--- src/rtl/chroma_calib_ctrl_if.sv ---
// HSV pixel stream, calibration request and calibrated-threshold bundle
// shared between the chroma keyer side and the calibration controller.
interface chroma_calib_ctrl_if;
  logic        vsync;
  logic [10:0] hcount;
  logic [9:0]  vcount;
  logic [23:0] hsv_in;
  logic        start;
  logic        busy;
  logic [7:0]  cal_h;
  logic [7:0]  cal_s;
  logic [7:0]  cal_v;
  logic        cal_load;
  logic        cal_err;

  modport master (
    output vsync, hcount, vcount, hsv_in, start,
    input  busy, cal_h, cal_s, cal_v, cal_load, cal_err
  );

  modport slave (
    input  vsync, hcount, vcount, hsv_in, start,
    output busy, cal_h, cal_s, cal_v, cal_load, cal_err
  );
endinterface

--- src/rtl/chroma_calib_ctrl.sv ---
// Chroma keyer auto-calibration: averages H/S/V over a square window for
// 2^FRAMES_LOG2 frames and loads the truncated means with a one-cycle strobe.
module chroma_calib_ctrl #(
  parameter int         WIN_X0      = 312,
  parameter int         WIN_Y0      = 232,
  parameter int         WIN_LOG2    = 4,
  parameter int         FRAMES_LOG2 = 2,
  parameter logic [7:0] H_DEF       = 8'd85,
  parameter logic [7:0] S_DEF       = 8'd94,
  parameter logic [7:0] V_DEF       = 8'd202
) (
  input logic           clk,
  input logic           rst,
  chroma_calib_ctrl_if.slave bus
);

  localparam int SH = 2 * WIN_LOG2 + FRAMES_LOG2;
  localparam int AW = 8 + SH;
  localparam int CW = SH + 1;
  localparam int FW = (FRAMES_LOG2 > 0) ? FRAMES_LOG2 : 1;

  localparam logic [CW-1:0] N_EXP  = {1'b1, {SH{1'b0}}};
  localparam logic [FW-1:0] F_LAST = FW'((2 ** FRAMES_LOG2) - 1);
  localparam logic [11:0]   X_LO   = 12'(WIN_X0);
  localparam logic [11:0]   X_HI   = 12'(WIN_X0 + 2 ** WIN_LOG2);
  localparam logic [10:0]   Y_LO   = 11'(WIN_Y0);
  localparam logic [10:0]   Y_HI   = 11'(WIN_Y0 + 2 ** WIN_LOG2);

  typedef enum logic [2:0] {
    S_IDLE,
    S_WAIT_FRAME,
    S_ACCUM,
    S_CHECK,
    S_LOAD
  } state_t;

  state_t          r_state;
  logic            r_vsync_q;
  logic            r_busy;
  logic            r_load;
  logic            r_err;
  logic [7:0]      r_cal_h;
  logic [7:0]      r_cal_s;
  logic [7:0]      r_cal_v;
  logic [CW-1:0]   r_cnt;
  logic [FW-1:0]   r_frame;

  logic            w_fall;
  logic            w_hit;
  logic            w_acc_clr;
  logic            w_acc_en;
  logic [2:0][7:0] w_mean;

  assign w_fall = r_vsync_q & ~bus.vsync;

  // Zero-extended compares so a window near the top of the count range never wraps.
  assign w_hit = ({1'b0, bus.hcount} >= X_LO) && ({1'b0, bus.hcount} < X_HI) &&
                 ({1'b0, bus.vcount} >= Y_LO) && ({1'b0, bus.vcount} < Y_HI);

  assign w_acc_clr = rst || ((r_state == S_WAIT_FRAME) && w_fall);
  assign w_acc_en  = (r_state == S_ACCUM) && w_hit;

  // Channel 0 = H, 1 = S, 2 = V; the mean is the top 8 bits of each sum.
  generate
    for (genvar gi = 0; gi < 3; gi++) begin : g_chan
      logic [AW-1:0] r_acc;
      logic [7:0]    w_pix;

      assign w_pix = bus.hsv_in[8*(2-gi) +: 8];

      always_ff @(posedge clk) begin
        if (w_acc_clr) begin
          r_acc <= '0;
        end else if (w_acc_en) begin
          r_acc <= r_acc + {{SH{1'b0}}, w_pix};
        end
      end

      assign w_mean[gi] = r_acc[AW-1:SH];
    end
  endgenerate

  always_ff @(posedge clk) begin
    if (rst) begin
      r_state   <= S_IDLE;
      r_vsync_q <= 1'b0;
      r_busy    <= 1'b0;
      r_load    <= 1'b0;
      r_err     <= 1'b0;
      r_cal_h   <= H_DEF;
      r_cal_s   <= S_DEF;
      r_cal_v   <= V_DEF;
      r_cnt     <= '0;
      r_frame   <= '0;
    end else begin
      r_vsync_q <= bus.vsync;
      r_load    <= 1'b0;
      case (r_state)
        S_IDLE: begin
          if (bus.start) begin
            r_err   <= 1'b0;
            r_busy  <= 1'b1;
            r_state <= S_WAIT_FRAME;
          end
        end
        S_WAIT_FRAME: begin
          if (w_fall) begin
            r_cnt   <= '0;
            r_frame <= '0;
            r_state <= S_ACCUM;
          end
        end
        S_ACCUM: begin
          if (w_hit) begin
            r_cnt <= r_cnt + 1'b1;
          end
          if (w_fall) begin
            if (r_frame == F_LAST) begin
              r_state <= S_CHECK;
            end else begin
              r_frame <= r_frame + 1'b1;
            end
          end
        end
        S_CHECK: begin
          // Outputs are registered, so the means and strobe are launched here
          // and are visible for exactly the LOAD cycle.
          if (r_cnt == N_EXP) begin
            r_cal_h <= w_mean[0];
            r_cal_s <= w_mean[1];
            r_cal_v <= w_mean[2];
            r_load  <= 1'b1;
            r_state <= S_LOAD;
          end else begin
            r_err   <= 1'b1;
            r_busy  <= 1'b0;
            r_state <= S_IDLE;
          end
        end
        S_LOAD: begin
          r_busy  <= 1'b0;
          r_state <= S_IDLE;
        end
        default: begin
          r_busy  <= 1'b0;
          r_state <= S_IDLE;
        end
      endcase
    end
  end

  assign bus.busy     = r_busy;
  assign bus.cal_load = r_load;
  assign bus.cal_err  = r_err;
  assign bus.cal_h    = r_cal_h;
  assign bus.cal_s    = r_cal_s;
  assign bus.cal_v    = r_cal_v;

endmodule

--- src/flat_wrapper.sv ---
// flat-port wrapper written by rule: the top's interface ports become plain ports
module chroma_calib_ctrl_flat 
#(
  parameter int         WIN_X0      = 312,
  parameter int         WIN_Y0      = 232,
  parameter int         WIN_LOG2    = 4,
  parameter int         FRAMES_LOG2 = 2,
  parameter logic [7:0] H_DEF       = 8'd85,
  parameter logic [7:0] S_DEF       = 8'd94,
  parameter logic [7:0] V_DEF       = 8'd202
)
  (clk, rst, bus_vsync, bus_hcount, bus_vcount, bus_hsv_in, bus_start, bus_busy, bus_cal_h, bus_cal_s, bus_cal_v, bus_cal_load, bus_cal_err);
  chroma_calib_ctrl_if bus_i ();
  input logic clk;
  input logic rst;
  input wire logic [$bits(bus_i.vsync)-1:0] bus_vsync;
  input wire logic [$bits(bus_i.hcount)-1:0] bus_hcount;
  input wire logic [$bits(bus_i.vcount)-1:0] bus_vcount;
  input wire logic [$bits(bus_i.hsv_in)-1:0] bus_hsv_in;
  input wire logic [$bits(bus_i.start)-1:0] bus_start;
  output wire logic [$bits(bus_i.busy)-1:0] bus_busy;
  output wire logic [$bits(bus_i.cal_h)-1:0] bus_cal_h;
  output wire logic [$bits(bus_i.cal_s)-1:0] bus_cal_s;
  output wire logic [$bits(bus_i.cal_v)-1:0] bus_cal_v;
  output wire logic [$bits(bus_i.cal_load)-1:0] bus_cal_load;
  output wire logic [$bits(bus_i.cal_err)-1:0] bus_cal_err;
  assign bus_i.vsync = bus_vsync;
  assign bus_i.hcount = bus_hcount;
  assign bus_i.vcount = bus_vcount;
  assign bus_i.hsv_in = bus_hsv_in;
  assign bus_i.start = bus_start;
  assign bus_busy = bus_i.busy;
  assign bus_cal_h = bus_i.cal_h;
  assign bus_cal_s = bus_i.cal_s;
  assign bus_cal_v = bus_i.cal_v;
  assign bus_cal_load = bus_i.cal_load;
  assign bus_cal_err = bus_i.cal_err;
  chroma_calib_ctrl #(.WIN_X0(WIN_X0), .WIN_Y0(WIN_Y0), .WIN_LOG2(WIN_LOG2), .FRAMES_LOG2(FRAMES_LOG2), .H_DEF(H_DEF), .S_DEF(S_DEF), .V_DEF(V_DEF)) u_core (.clk(clk), .rst(rst), .bus(bus_i));
endmodule
--- config.mk ---
export PLATFORM = sky130hd
export DESIGN_NAME = chroma_calib_ctrl_flat
export DESIGN_NICKNAME = d
export VERILOG_FILES = /design/src/rtl/chroma_calib_ctrl_if.sv /design/src/rtl/chroma_calib_ctrl.sv /design/src/flat_wrapper.sv
export SDC_FILE = /design/constraint.sdc
export NUM_CORES = 1
export LEC_CHECK = 0
export CORE_AREA = 2 2 106 108
export CTS_BUF_LIST = sky130_fd_sc_hd__clkbuf_4
export CTS_CLUSTER_DIAMETER = 30
export DETAILED_ROUTE_END_ITERATION = 10
export DIE_AREA = 0 0 108 110
export GPL_TIMING_DRIVEN = 0
export PLACE_DENSITY = 0.78
export SYNTH_ARGS = -nofsm -noshare
export SYNTH_HDL_FRONTEND = slang
export SYNTH_SLANG_ARGS = --single-unit
--- constraint.sdc ---
create_clock -name clk -period 2.3 [get_ports clk]
set_input_delay 0.46 -clock clk [delete_from_list [all_inputs] [get_ports clk]]
set_output_delay 0.46 -clock clk [all_outputs]
set_load 0.005 [all_outputs]
==> impl_metrics.ini <==
[placement]
detailedPlacementHpwl_mm = 10.6
number_of_buffer_cells_added_on_primary_ports = 68
gp_congestion = 0.920
detailed_place.area_mm2 = 0.00627
dpl_worst_slack_ps = -976

[critical_path]
endpoint_kind = register
worst_ep_required_time_ps = 2710
criticalPathCategory = input port to register
setup.worst_path.start_class = input port
worstPathMaxFanout = 9
worstPathArrival_ps = 2720

[synth]
syn-cell-area_mm2 = 0.00541
netlist_instances = 660
synth.most_common_cell = nand2_1
ys_top_cells_by_count = 116 x nand2_1, 98 x dfxtp_1, 57 x a21oi_1
synthTopCellsByArea = dfxtp_1 36%, nand2_1 8.1%, ha_1 6.2%
synth.yosys.seq_area_share_pct = 36.3
synth_cell_types = 66
postSynthRegisterBits = 98
synth_flop_cell = dfxtp_1
synth_top_cell_by_area = dfxtp_1
number_of_flops_mapped_to_enable_cells_by_yosys = 0
synth.avg_cell_area_um2 = 8.19
async_reset_ff_share_pct = 0
syn_nets = 739
yosysWarnings = 0
yosys.area.top_type_share_pct = 36.3

[detailed_routing]
dr.first_iter.drc_count = 384
vias = 5396
drt_antenna_net_count = 0
first_pass_iters = 5
drc_errors = 0
post_drt_wl_per_cell_um = 16.6
totalWireLength_mm = 15.0
viasPerCell = 5.99

[global_routing]
grt_antenna_before_repair = 0
grt_max_degree = 20
grt_remaining_overflow = 0
grt_pass1_wl_mm = 23.6
globalRouteTotalUtil_pct = 24.8
first_global_vias = 5198

[sta]
max_freq_mhz = 432
tightestPinTransition_ps = 554
setup-violations-final = 2
finalClockSkew_ps = 20.0
hold_viol_final = 0
setup_total_negative_slack_ps = -14.9
layout_worst_path_cycle_share_pct = 101
finalMaxSlewViolations = 0
slew_headroom_pct = 63.1
layout_min_cycle_time_ps = 2310
layout_setup_ws_ps = -14.4
hold_ws_ps = 435

[floorplanning]
fp.dieW_um = 108
floorplan.rows = 38
fp.dieArea_mm2 = 0.0119
number_of_primary_i_o_pins = 76
die-height_um = 110
start_util_pct = 50.5
design.core.area_mm2 = 0.0107

[pwr]
power_per_cell_area_mw_per_mm2 = 419
p_leak_nw = 2.44
vdd_ir_drop_max_mv = 0.293

[clocking]
cts_root_buffer = clkbuf_4
worst_setup_hold_path_clk_slew_ps = 170
clock_latency_ps = 460
htree_num_levels = 3
clock_path_buffers = 2
cts_made_buffers = 9
cts_tree = done
sinks_on_the_clock_net = 98

[outcome]
failed_checks = negative setup slack
run_status = finished, violations left

[min_path]
class_of_the_most_critical_hold_timing_path = input port to register

[layout]
design_area_mm2 = 0.00678
layout.nets = 835
antenna_cells_inserted = 0
area_growth_pct = 25.4
drive_above_1_share_pct = 13.3

[job]
maximum_capacitance_violations = 0
metal layers:
| metal | vias to the layer above | wire length (µm) | track usage (%) | part of all wire, % |
|---|---|---|---|---|
| met5 | - | 0 | 0 | 0 |
| met4 | 0 | 338 | 10.4 | 2.3 |
| met3 | 31 | 705 | 2.94 | 4.7 |
| met2 | 174 | 7400 | 44.4 | 50 |
| met1 | 2593 | 6500 | 30.1 | 43 |
| li1 | 2598 | - | - | - |
final timing paths:
path,depth (start not counted),slack (ps),start,endpoint
worst max-delay path,8,-10,bus_hsv_in[10],u_core.g_chan[1].r_acc[17]$_SDFFE_PP0P_
worst min-delay path,4,440,bus_hsv_in[8],u_core.g_chan[1].r_acc[0]$_SDFFE_PP0P_
worst max register to register,7,70,u_core.g_chan[1].r_acc[2]$_SDFFE_PP0P_,u_core.g_chan[1].r_acc[17]$_SDFFE_PP0P_
worst min register to register,2,470,u_core.bus.cal_s[7]$_SDFFE_PP0P_,u_core.bus.cal_s[7]$_SDFFE_PP0P_
stage by stage:
step / utilization (%) / power (mW) / instances
floorplan: - / 1.87 / 660
global placement: 58.6 / 1.99 / 868
detailed placement: 58.6 / 2.00 / 868
CTS: 61.3 / 2.83 / 888
global route: 63.4 / 2.94 / 901
finish: 63.4 / 2.84 / 901
power by group:
group          switching [mW]  internal, mW
combinational           0.148         0.126
clock                   0.629         0.231
sequential            0.00353          1.70
placed cells by master, fill, tap and decap left out, types with 11 or more instances in the layout:
| cell type | count |
|---|---|
| nor2_1 | 33 |
| o21ai_0 | 24 |
| nand2_1 | 116 |
| inv_1 | 25 |
| ha_1 | 23 |
| a21oi_1 | 53 |
| nand3b_1 | 13 |
| nand3_1 | 15 |
| dfxtp_1 | 98 |
| nand2b_1 | 15 |
| clkdlybuf4s50_1 | 65 |
| buf_4 | 17 |
| clkbuf_4 | 14 |
| o211ai_1 | 21 |
| or4_1 | 25 |
| buf_2 | 11 |
cell families after synthesis:
group / Yosys count / synth area share, %
xor+xnor: 6 / 0.972
flops: 98 / 36.3
buf+inv: 59 / 4.74
mux: 13 / 2.48
simple gates: 289 / 28.2
fa+ha+maj: 30 / 7.36
compound gates: 165 / 20.0
sequential cells by signal (all words and copies together), names as in the netlist:
| signal | count |
|---|---|
| u_core.g_chan.r_acc | 54 |
| u_core.r_frame | 2 |
| u_core.bus.cal_load | 1 |
| u_core.r_state | 3 |
| u_core.bus.cal_err | 1 |
| u_core.r_vsync_q | 1 |
| u_core.bus.busy | 1 |
| u_core.bus.cal_s | 8 |
| u_core.r_cnt | 11 |
| u_core.bus.cal_h | 8 |
| u_core.bus.cal_v | 8 |
critical path, stage by stage:
cell and delay [ps]:
clkdlybuf4s50_1 410, ha_1 380, o21ai_0 230, o21ai_1 380, a221oi_4 130, buf_12 160
nor4b_2 340, mux2i_1 230
final cells by class:
cell class                 instances  area (µm²)
tap                              140         175
sequential                        98        1960
multi-input combinational        503        3420
inverter                          28         105
buffer                            30         163
fill                             938        3920
clock inverter                     7        51.3
clock buffer                       9        67.6
timing repair buffer              86         836
timing repair:
action                                  in CTS  in global routing
hold buffers                                 0                  0
pin swaps                                    6                 24
endpoints found under the setup margin      28                 82
resized for setup                           19                 39
buffers inserted                             5                 13
Power figures use the tool's default switching activity.
